==> src/rtl/led_traffic_control_gen.sv <==
`timescale 1ns/1ps
// Main-road / country-road traffic light controller with a BCD countdown for the display.
// Night flash mode is compiled in only when FLASH_EN is defined.
module led_traffic_control_gen #(
   parameter int                  DIV_COEFF = 50_000_000,
   parameter int                  DIGITS    = 2,
   parameter logic [4*DIGITS-1:0] MG_TIME   = 'h60,
   parameter logic [4*DIGITS-1:0] MY_TIME   = 'h04,
   parameter logic [4*DIGITS-1:0] CG_TIME   = 'h20,
   parameter logic [4*DIGITS-1:0] CY_TIME   = 'h04,
   parameter logic [7:0]          CG_MIN    = 8'h05
) (
   input  logic                clk,
   input  logic                rst,
   input  logic                flag_s,
   input  logic                night_mode,
   output logic [4*DIGITS-1:0] num,
   output logic [5:0]          led,
   output logic [2:0]          phase,
   output logic                phase_chg,
   output logic                tick
);

   localparam int            CW       = (DIV_COEFF > 1) ? $clog2(DIV_COEFF) : 1;
   localparam logic [CW-1:0] CNT_LAST = CW'(DIV_COEFF - 1);
   localparam int            NW       = 4 * DIGITS;
   localparam logic [NW-1:0] BCD_ONE  = NW'(1);

   function automatic int bcd2bin(input logic [7:0] v);
      return int'(v[7:4]) * 10 + int'(v[3:0]);
   endfunction

   localparam logic [6:0] CG_MIN_B = 7'(bcd2bin(CG_MIN));

   typedef enum logic [2:0] {
      MGCR  = 3'd0,
      MYCR  = 3'd1,
      MRCG  = 3'd2,
      MRCY  = 3'd3,
      FLASH = 3'd4
   } phase_e;

   phase_e        phase_q, phase_d;
   logic [CW-1:0] cnt_q, cnt_d;
   logic          tick_q, tick_d;
   logic [NW-1:0] num_q, num_d;
   logic [5:0]    led_q, led_d;
   logic          chg_q, chg_d;
   logic [6:0]    elapsed_q, elapsed_d;
   logic          last_sec;
   logic          flash_go;
`ifdef FLASH_EN
   logic          blink_q, blink_d;
`else
   logic          unused_night;
   assign unused_night = night_mode;
`endif

   // Ripple-borrow BCD decrement starting at the least significant digit.
   function automatic logic [NW-1:0] bcd_dec(input logic [NW-1:0] v);
      logic [NW-1:0] r;
      logic          borrow;
      r      = v;
      borrow = 1'b1;
      for (int i = 0; i < DIGITS; i++) begin
         if (borrow) begin
            if (v[4*i +: 4] == 4'd0) begin
               r[4*i +: 4] = 4'd9;
            end else begin
               r[4*i +: 4] = v[4*i +: 4] - 4'd1;
               borrow      = 1'b0;
            end
         end
      end
      return r;
   endfunction

   function automatic logic [5:0] led_of(input phase_e p, input logic blink);
      case (p)
         MGCR:    return 6'b001100;
         MYCR:    return 6'b010100;
         MRCG:    return 6'b100001;
         MRCY:    return 6'b100010;
         FLASH:   return blink ? 6'b010010 : 6'b000000;
         default: return 6'b000000;
      endcase
   endfunction

   always_comb begin
      cnt_d     = (cnt_q == CNT_LAST) ? '0 : cnt_q + 1'b1;
      tick_d    = (cnt_q == CNT_LAST);
      phase_d   = phase_q;
      num_d     = num_q;
      elapsed_d = elapsed_q;
      last_sec  = (num_q == BCD_ONE);
`ifdef FLASH_EN
      blink_d   = blink_q;
      flash_go  = tick_q && night_mode;
`else
      flash_go  = 1'b0;
`endif
      if (flash_go) begin
         phase_d = FLASH;
         num_d   = '0;
`ifdef FLASH_EN
         blink_d = (phase_q == FLASH) ? ~blink_q : 1'b1;
`endif
      end else begin
         case (phase_q)
            MGCR: if (tick_q) begin
               if (!last_sec) begin
                  num_d = bcd_dec(num_q);
               end else if (flag_s) begin
                  phase_d = MYCR;
                  num_d   = MY_TIME;
               end else begin
                  num_d = MG_TIME;
               end
            end
            MYCR: if (tick_q) begin
               if (last_sec) begin
                  phase_d   = MRCG;
                  num_d     = CG_TIME;
                  elapsed_d = '0;
               end else begin
                  num_d = bcd_dec(num_q);
               end
            end
            MRCG: begin
               // Road emptied after the minimum green: leave without waiting for a tick.
               if (!flag_s && elapsed_q >= CG_MIN_B) begin
                  phase_d = MRCY;
                  num_d   = CY_TIME;
               end else if (tick_q) begin
                  if (elapsed_q < CG_MIN_B) elapsed_d = elapsed_q + 7'd1;
                  if (last_sec) begin
                     phase_d = MRCY;
                     num_d   = CY_TIME;
                  end else begin
                     num_d = bcd_dec(num_q);
                  end
               end
            end
            MRCY: if (tick_q) begin
               if (last_sec) begin
                  phase_d = MGCR;
                  num_d   = MG_TIME;
               end else begin
                  num_d = bcd_dec(num_q);
               end
            end
`ifdef FLASH_EN
            FLASH: if (tick_q) begin
               phase_d = MGCR;
               num_d   = MG_TIME;
            end
`endif
            default: begin
               phase_d = MGCR;
               num_d   = MG_TIME;
            end
         endcase
      end
      chg_d = (phase_d != phase_q);
`ifdef FLASH_EN
      led_d = led_of(phase_d, blink_d);
`else
      led_d = led_of(phase_d, 1'b0);
`endif
   end

   always_ff @(posedge clk) begin
      if (rst) begin
         cnt_q     <= '0;
         tick_q    <= 1'b0;
         phase_q   <= MGCR;
         num_q     <= MG_TIME;
         led_q     <= 6'b001100;
         chg_q     <= 1'b0;
         elapsed_q <= '0;
`ifdef FLASH_EN
         blink_q   <= 1'b0;
`endif
      end else begin
         cnt_q     <= cnt_d;
         tick_q    <= tick_d;
         phase_q   <= phase_d;
         num_q     <= num_d;
         led_q     <= led_d;
         chg_q     <= chg_d;
         elapsed_q <= elapsed_d;
`ifdef FLASH_EN
         blink_q   <= blink_d;
`endif
      end
   end

   assign num       = num_q;
   assign led       = led_q;
   assign phase     = phase_q;
   assign phase_chg = chg_q;
   assign tick      = tick_q;

endmodule

==> config.mk <==
export PLATFORM = sky130hd
export DESIGN_NAME = led_traffic_control_gen
export DESIGN_NICKNAME = d
export VERILOG_FILES = /design/src/rtl/led_traffic_control_gen.sv
export SDC_FILE = /design/constraint.sdc
export NUM_CORES = 1
export LEC_CHECK = 0
export CORE_MARGIN = 5
export CORE_UTILIZATION = 57
export DETAILED_ROUTE_END_ITERATION = 6
export PLACE_DENSITY = 0.79
export SYNTH_ARGS = -nofsm -noshare
export SYNTH_HDL_FRONTEND = slang
export SYNTH_SLANG_ARGS = --single-unit
==> constraint.sdc <==
create_clock -name clk -period 2.18 [get_ports clk]
set_input_delay 0.218 -clock clk [delete_from_list [all_inputs] [get_ports clk]]
set_output_delay 0.218 -clock clk [all_outputs]
set_load 0.01 [all_outputs]
==> flow_metrics.env, run 1 <==
export IMPL_synth_net_count=301
export IMPL_syn_area_per_cell_um2=8.89
export IMPL_ys_seq_elements=52
export IMPL_grt_usage_pct=18.1
export IMPL_area_delta_synth_final_pct=16.7
export IMPL_coreArea_um2=4350
export IMPL_clockBufferDepth=2
export IMPL_setup_tns_ns=0
export IMPL_crit_slowest_cell="or4_1"
export IMPL_max_freq_ghz=0.501
export IMPL_via_per_inst=5.64
export IMPL_worstHoldPathCells=1
export IMPL_crit_fanout=8
export IMPL_hold_class="reg -> reg"
export IMPL_outcome="finished, final reports clean"
export IMPL_fill_cells=351
export IMPL_grt_pass1_wl_mm=8.98
export IMPL_criticalPathCategory="reg -> reg"
export IMPL_clkLatencyLatePin_ns=0.30
export IMPL_overflow=0
export IMPL_synthArstFlopShare_pct=0
export IMPL_clock_sinks=52
export IMPL_post_cts_buffers=0
export IMPL_p_int_mw=1.25
export IMPL_fp_dieW_um=77.1
export IMPL_initial_core_util_pct=59.0
export IMPL_tritoncts="built"
export IMPL_routedWlPerCell_um=13.4
export IMPL_yosysUniqueCellTypes=56
export IMPL_grt_antenna_before_repair=0
export IMPL_port_buffers=21
export IMPL_ff2ff_path_depth=7
export IMPL_power_leakage_nw=1.13
export IMPL_synthTopCellsByArea="dfxtp_1 (41%), xor2_1 (5.8%), nor2_1 (5.3%)"
export IMPL_finalHoldViolCount=0
export IMPL_drt_initial_drc_count=156
export IMPL_cts_root_buf="clkbuf_8"
export IMPL_p_clk_share_pct=34.6
export IMPL_clkSlewWorstSetupHoldPaths_ns=0.09
export IMPL_drt_wl_total_mm=5.00
export IMPL_fin_skew_ns=0.00727
export IMPL_ir_worst_vdd_v=0.000450
export IMPL_hpwlAfterDp_mm=3.65
export IMPL_synth_edf_count=0
export IMPL_dieArea_um2=5950
export IMPL_pwr_share_comb_pct=5.0
export IMPL_finalMaxSlewViolations=0
export IMPL_path_cells="inv_2 > ha_2 > nor3b_4 > nand3_1 > a21bo_2 > or4_1 > a21oi_1"
export IMPL_hold_end="cnt_q[0]$_SDFF_PP0_"
export IMPL_grt_pass1_vias=1950
export IMPL_vias=2108
export IMPL_diodes=0
export IMPL_synth_most_common_cell="dfxtp_1"
export IMPL_grt_max_degree=15
export IMPL_p_per_area_nw_per_um2=535
export IMPL_r2r_end="elapsed_q[1]$_SDFFE_PP0P_"
export IMPL_num_rows=24
export IMPL_switchingPower_mw=0.351
export IMPL_cp_required_ns=2.42
export IMPL_ys_seq_area_share_pct=40.5
export IMPL_post_cts_resized=0
export IMPL_h_tree_depth=2
export IMPL_drive_gt1_share_pct=12.1
export IMPL_setup_violations=0
export IMPL_period_share_pct=91.5
export IMPL_cap_violations=0
export IMPL_worstMarginPinSlew_ns=0.613
export IMPL_synth_cell_area_um2=2570
export IMPL_layout_nets=333
export IMPL_rsz0062_at_grt="no"
export IMPL_switching_share_pct=21.9
export IMPL_final_antenna_net_count=0
export IMPL_die_h_um=77.1
export IMPL_max_stage_delay_ns=0.43
export IMPL_routabilityCongestion=0.794
export IMPL_cp_start_kind="register"
export IMPL_worstSetupEndpointType="register"
export IMPL_synth_top_area_cell="dfxtp_1"
export IMPL_r2r_start="num[4]$_SDFFE_PP0P_"
export IMPL_drtPass1Iterations=4
export IMPL_ys_top_cells_by_count="dfxtp_1 (52), nor2_1 (36), nand2_1 (19)"
export IMPL_post_route_min_period_ns=1.99
export IMPL_slew_headroom_pct=58.9
export IMPL_hp_start="cnt_q[0]$_SDFF_PP0_"
export IMPL_numCtsBuffers=5
export IMPL_synth_flop_cell="dfxtp_1"
export IMPL_drcViolationCount=0
export IMPL_yosysTopAreaCellShare_pct=40.5
export IMPL_yosysWarningCount=0
export IMPL_worst_endpoint_arrival_ns=2.23
export IMPL_io_pins=23
export IMPL_p_seq_share_pct=60.4
export IMPL_place_ws_ns=0.120
export IMPL_setup_slack_ns=0.185
export IMPL_postSynthCellCount=289
export IMPL_reg2reg_slack_ns=0.19
export IMPL_hold_buffers=0
[state kept, by name, indices dropped and copies added, names as in the netlist]
name and count:
cnt_q 26, elapsed_q 7, num 8, tick 1, phase_chg 1, phase 3
led 6
[worst max path at each step]
stage,endpoint,slack (ns),cells past startpoint,from
after floorplan,num[6]$_SDFFE_PP1P_,0.31,7,num[4]$_SDFFE_PP0P_
after global placement,elapsed_q[1]$_SDFFE_PP0P_,0.15,7,num[4]$_SDFFE_PP0P_
after detailed placement,elapsed_q[1]$_SDFFE_PP0P_,0.12,7,num[4]$_SDFFE_PP0P_
after CTS,elapsed_q[1]$_SDFFE_PP0P_,0.04,7,num[4]$_SDFFE_PP0P_
after global routing,elapsed_q[1]$_SDFFE_PP0P_,0.01,7,num[4]$_SDFFE_PP0P_
final,elapsed_q[1]$_SDFFE_PP0P_,0.19,7,num[4]$_SDFFE_PP0P_
[critical path, delay by kind of cell, from the launching register on]
family,cells,cell delay [ns]
and+or+nand+nor,3,0.89
adders and majority gates,1,0.20
buffers and inverters,1,0.09
DFF,1,0.34
AOI/OAI and AO/OA,2,0.40
[routing by layer]
layer	vias to the layer above	routed length, µm	track usage (%)
li1	1077	-	-
met1	982	2350	23.4
met2	43	2350	29.1
met3	6	222	4.33
met4	0	77	6.53
met5	-	0	0
[through the flow]
stage / power, mW / util [%] / hold slack [ns] / area, µm² / cells
final: 1.60 / 68.9 / 0.468 / 3000 / 374
after global routing: 1.68 / 68.9 / 0.520 / 3000 / 374
after CTS: 1.62 / 68.6 / 0.471 / 2990 / 374
after detailed placement: 1.07 / 66.5 / 0.451 / 2900 / 366
after global placement: 1.07 / 66.5 / 0.441 / 2900 / 366
after floorplan: 1.04 / - / 0.415 / 2570 / 289
[power groups by stage]
stage	registers, mW	logic, mW	clock network [mW]
3_3_place_gp	0.990	0.0781	0
5_1_grt	0.971	0.0914	0.619
2_1_floorplan	0.990	0.0494	0
3_5_place_dp	0.991	0.0792	0
6_report	0.969	0.0810	0.555
4_1_cts	0.968	0.0796	0.573
[cell type report]
| type | instances | area [µm²] | share of cell area (%) |
|---|---|---|---|
| timing repair buffer | 35 | 315 | 10.5 |
| inverter | 14 | 52.6 | 1.75 |
| clock buffer | 8 | 90.1 | 3.01 |
| sequential | 52 | 1040 | 34.7 |
| multi-input combinational | 213 | 1430 | 47.8 |
| tap | 52 | 65.1 | 2.17 |
[cell usage in the layout (no fill, tap or decap), types with 3 or more instances in the layout]
master	netlist	final
dfxtp_1	52	52
nor2_1	36	35
clkdlybuf4s50_1	0	21
nand2_1	19	19
xor2_1	17	17
nand3_1	14	14
buf_4	3	14
inv_1	14	13
a21oi_1	13	13
nand4_1	10	10
xnor2_1	7	7
and2_1	7	7
o21ai_0	7	7
ha_1	8	7
clkbuf_8	0	6
and3_1	5	5
nor2b_1	5	5
nor3_1	4	4
a211oi_1	4	4
nand2b_1	3	3
or3_1	3	3
or4_1	3	3
[cell families after synthesis]
kind of cell,share of synthesized area [%]
muxes,0.389
xor gates and xnor gates,8.18
AOI/OAI and AO/OA,13.9
buffers and inverters,4.14
adders and majority gates,3.89
and+or+nand+nor,28.8
other,0.146
DFF,40.5
Power figures use the tool's default switching activity.
==> inputs of run 2 (changes only) <==
CORE_UTILIZATION = 60   (was 57)
PLACE_DENSITY = 0.83   (was 0.79)
clock period = 2.52 ns   (was 2.18 ns; I/O delays follow)
==> flow_metrics.env, run 2 (same netlist as run 1, synthesis figures left out) <==
export IMPL_dieArea_um2=5690
export IMPL_routabilityCongestion=0.809
export IMPL_drtPass1Iterations=4
export IMPL_power_leakage_nw=1.07
export IMPL_clkSlewWorstSetupHoldPaths_ns=0.09
export IMPL_h_tree_depth=2
export IMPL_fin_skew_ns=0.00698
export IMPL_clock_sinks=52
export IMPL_largest_register="cnt_q"
export IMPL_switchingPower_mw=0.300
export IMPL_p_per_area_nw_per_um2=476
export IMPL_setup_violations=0
export IMPL_finalHoldViolCount=0
export IMPL_post_cts_resized=0
export IMPL_grt_pass1_wl_mm=8.37
export IMPL_r2r_end="elapsed_q[2]$_SDFFE_PP0P_"
export IMPL_overflow=0
export IMPL_port_buffers=21
export IMPL_routedWlPerCell_um=13.4
export IMPL_hold_class="reg -> reg"
export IMPL_hold_end="cnt_q[0]$_SDFF_PP0_"
export IMPL_diodes=0
export IMPL_p_int_mw=1.08
export IMPL_worst_endpoint_arrival_ns=2.38
export IMPL_layout_common_cells="dfxtp_1 (52), nor2_1 (36), clkdlybuf4s50_1 (21)"
export IMPL_layout_nets=321
export IMPL_setup_slack_ns=0.375
export IMPL_area_delta_synth_final_pct=12.6
export IMPL_coreArea_um2=4090
export IMPL_drcViolationCount=0
export IMPL_clkLatencyLatePin_ns=0.30
export IMPL_p_clk_share_pct=34.8
export IMPL_numCtsBuffers=5
export IMPL_ir_worst_vdd_v=0.000489
export IMPL_crit_fanout=8
export IMPL_worstMarginPinSlew_ns=0.619
export IMPL_post_route_min_period_ns=2.14
export IMPL_die_h_um=75.4
export IMPL_cp_required_ns=2.76
export IMPL_hpwlAfterDp_mm=3.49
export IMPL_pwr_share_comb_pct=4.3
export IMPL_finalPower_mw=1.38
export IMPL_post_cts_buffers=0
export IMPL_vias=2069
export IMPL_max_freq_ghz=0.466
export IMPL_ff2ff_path_depth=7
export IMPL_period_share_pct=85.1
export IMPL_initial_core_util_pct=62.9
export IMPL_p_seq_share_pct=60.9
export IMPL_reg2reg_slack_ns=0.38
export IMPL_switching_share_pct=21.8
export IMPL_largest_reg_flops=26
export IMPL_hp_start="cnt_q[0]$_SDFF_PP0_"
export IMPL_setup_tns_ns=0
export IMPL_grt_pass1_vias=1881
export IMPL_grt_antenna_before_repair=0
export IMPL_place_ws_ns=0.414
export IMPL_cts_root_buf="clkbuf_8"
export IMPL_cp_start_kind="register"
export IMPL_drt_initial_drc_count=141
export IMPL_slew_headroom_pct=58.5
export IMPL_fp_dieW_um=75.4
export IMPL_drive_gt1_share_pct=7.42
export IMPL_io_pins=23
export IMPL_worstHoldPathCells=1
export IMPL_outcome="finished, final reports clean"
export IMPL_clockBufferDepth=2
export IMPL_grt_max_degree=25
export IMPL_final_antenna_net_count=0
export IMPL_rsz0062_at_grt="no"
export IMPL_finalMaxSlewViolations=0
export IMPL_tritoncts="built"
export IMPL_drt_wl_total_mm=4.83
export IMPL_hold_buffers=0
export IMPL_r2r_start="num[4]$_SDFFE_PP0P_"
export IMPL_num_rows=23
export IMPL_worstSetupEndpointType="register"
export IMPL_layout_commonest_cell="dfxtp_1"
export IMPL_via_per_inst=5.75
export IMPL_cap_violations=0
export IMPL_criticalPathCategory="reg -> reg"
export IMPL_grt_usage_pct=18.6
[run 2: critical path, stage by stage (launching register included)]
cell	delay, ns
dfxtp_1	0.33
inv_1	0.12
ha_1	0.20
nor3b_2	0.46
nand3_1	0.14
a21bo_1	0.26
or4_1	0.42
a21oi_1	0.14
[run 2: final cells by class]
cell class | count | area (µm²)
tap | 50 | 62.6
clock buffer | 8 | 90.1
fill | 337 | 1190
multi-input combinational | 213 | 1420
sequential | 52 | 1040
timing repair buffer | 23 | 225
inverter | 14 | 52.6
[run 2: power by group through the flow]
stage               Combinational (mW)  Sequential, mW  Clock (mW)
CTS                             0.0599           0.839       0.497
detailed placement              0.0593           0.859           0
finish                          0.0599           0.839       0.480
global route                    0.0681           0.841       0.538
floorplan                       0.0427           0.857           0
global placement                0.0585           0.858           0
[run 2: worst max path at each step]
| stage | startpoint | cells past startpoint | slack [ns] | end |
|---|---|---|---|---|
| floorplan | num[4]$_SDFFE_PP0P_ | 7 | 0.65 | num[6]$_SDFFE_PP1P_ |
| global placement | num[4]$_SDFFE_PP0P_ | 7 | 0.45 | led[0]$_SDFF_PP0_ |
| detailed placement | num[4]$_SDFFE_PP0P_ | 7 | 0.41 | elapsed_q[2]$_SDFFE_PP0P_ |
| CTS | num[4]$_SDFFE_PP0P_ | 7 | 0.38 | elapsed_q[2]$_SDFFE_PP0P_ |
| global route | num[4]$_SDFFE_PP0P_ | 7 | 0.17 | num[6]$_SDFFE_PP1P_ |
| finish | num[4]$_SDFFE_PP0P_ | 7 | 0.38 | elapsed_q[2]$_SDFFE_PP0P_ |
[run 2: metal layers]
layer | vias up | track usage [%] | part of all wire (%)
met5 | - | 0 | 0
met1 | 970 | 22.9 | 45
li1 | 1058 | - | -
met3 | 4 | 4.35 | 4.0
met4 | 0 | 5.63 | 0.56
met2 | 37 | 32.2 | 50
[run 2: per-stage QoR]
stage / instances / utilization, % / hold slack (ns) / instance area [µm²]
after CTS: 360 / 70.8 / 0.478 / 2890
after global placement: 352 / 68.6 / 0.442 / 2800
after global routing: 360 / 70.8 / 0.509 / 2890
after detailed placement: 352 / 68.6 / 0.458 / 2800
final: 360 / 70.8 / 0.475 / 2890
after floorplan: 289 / - / 0.426 / 2570
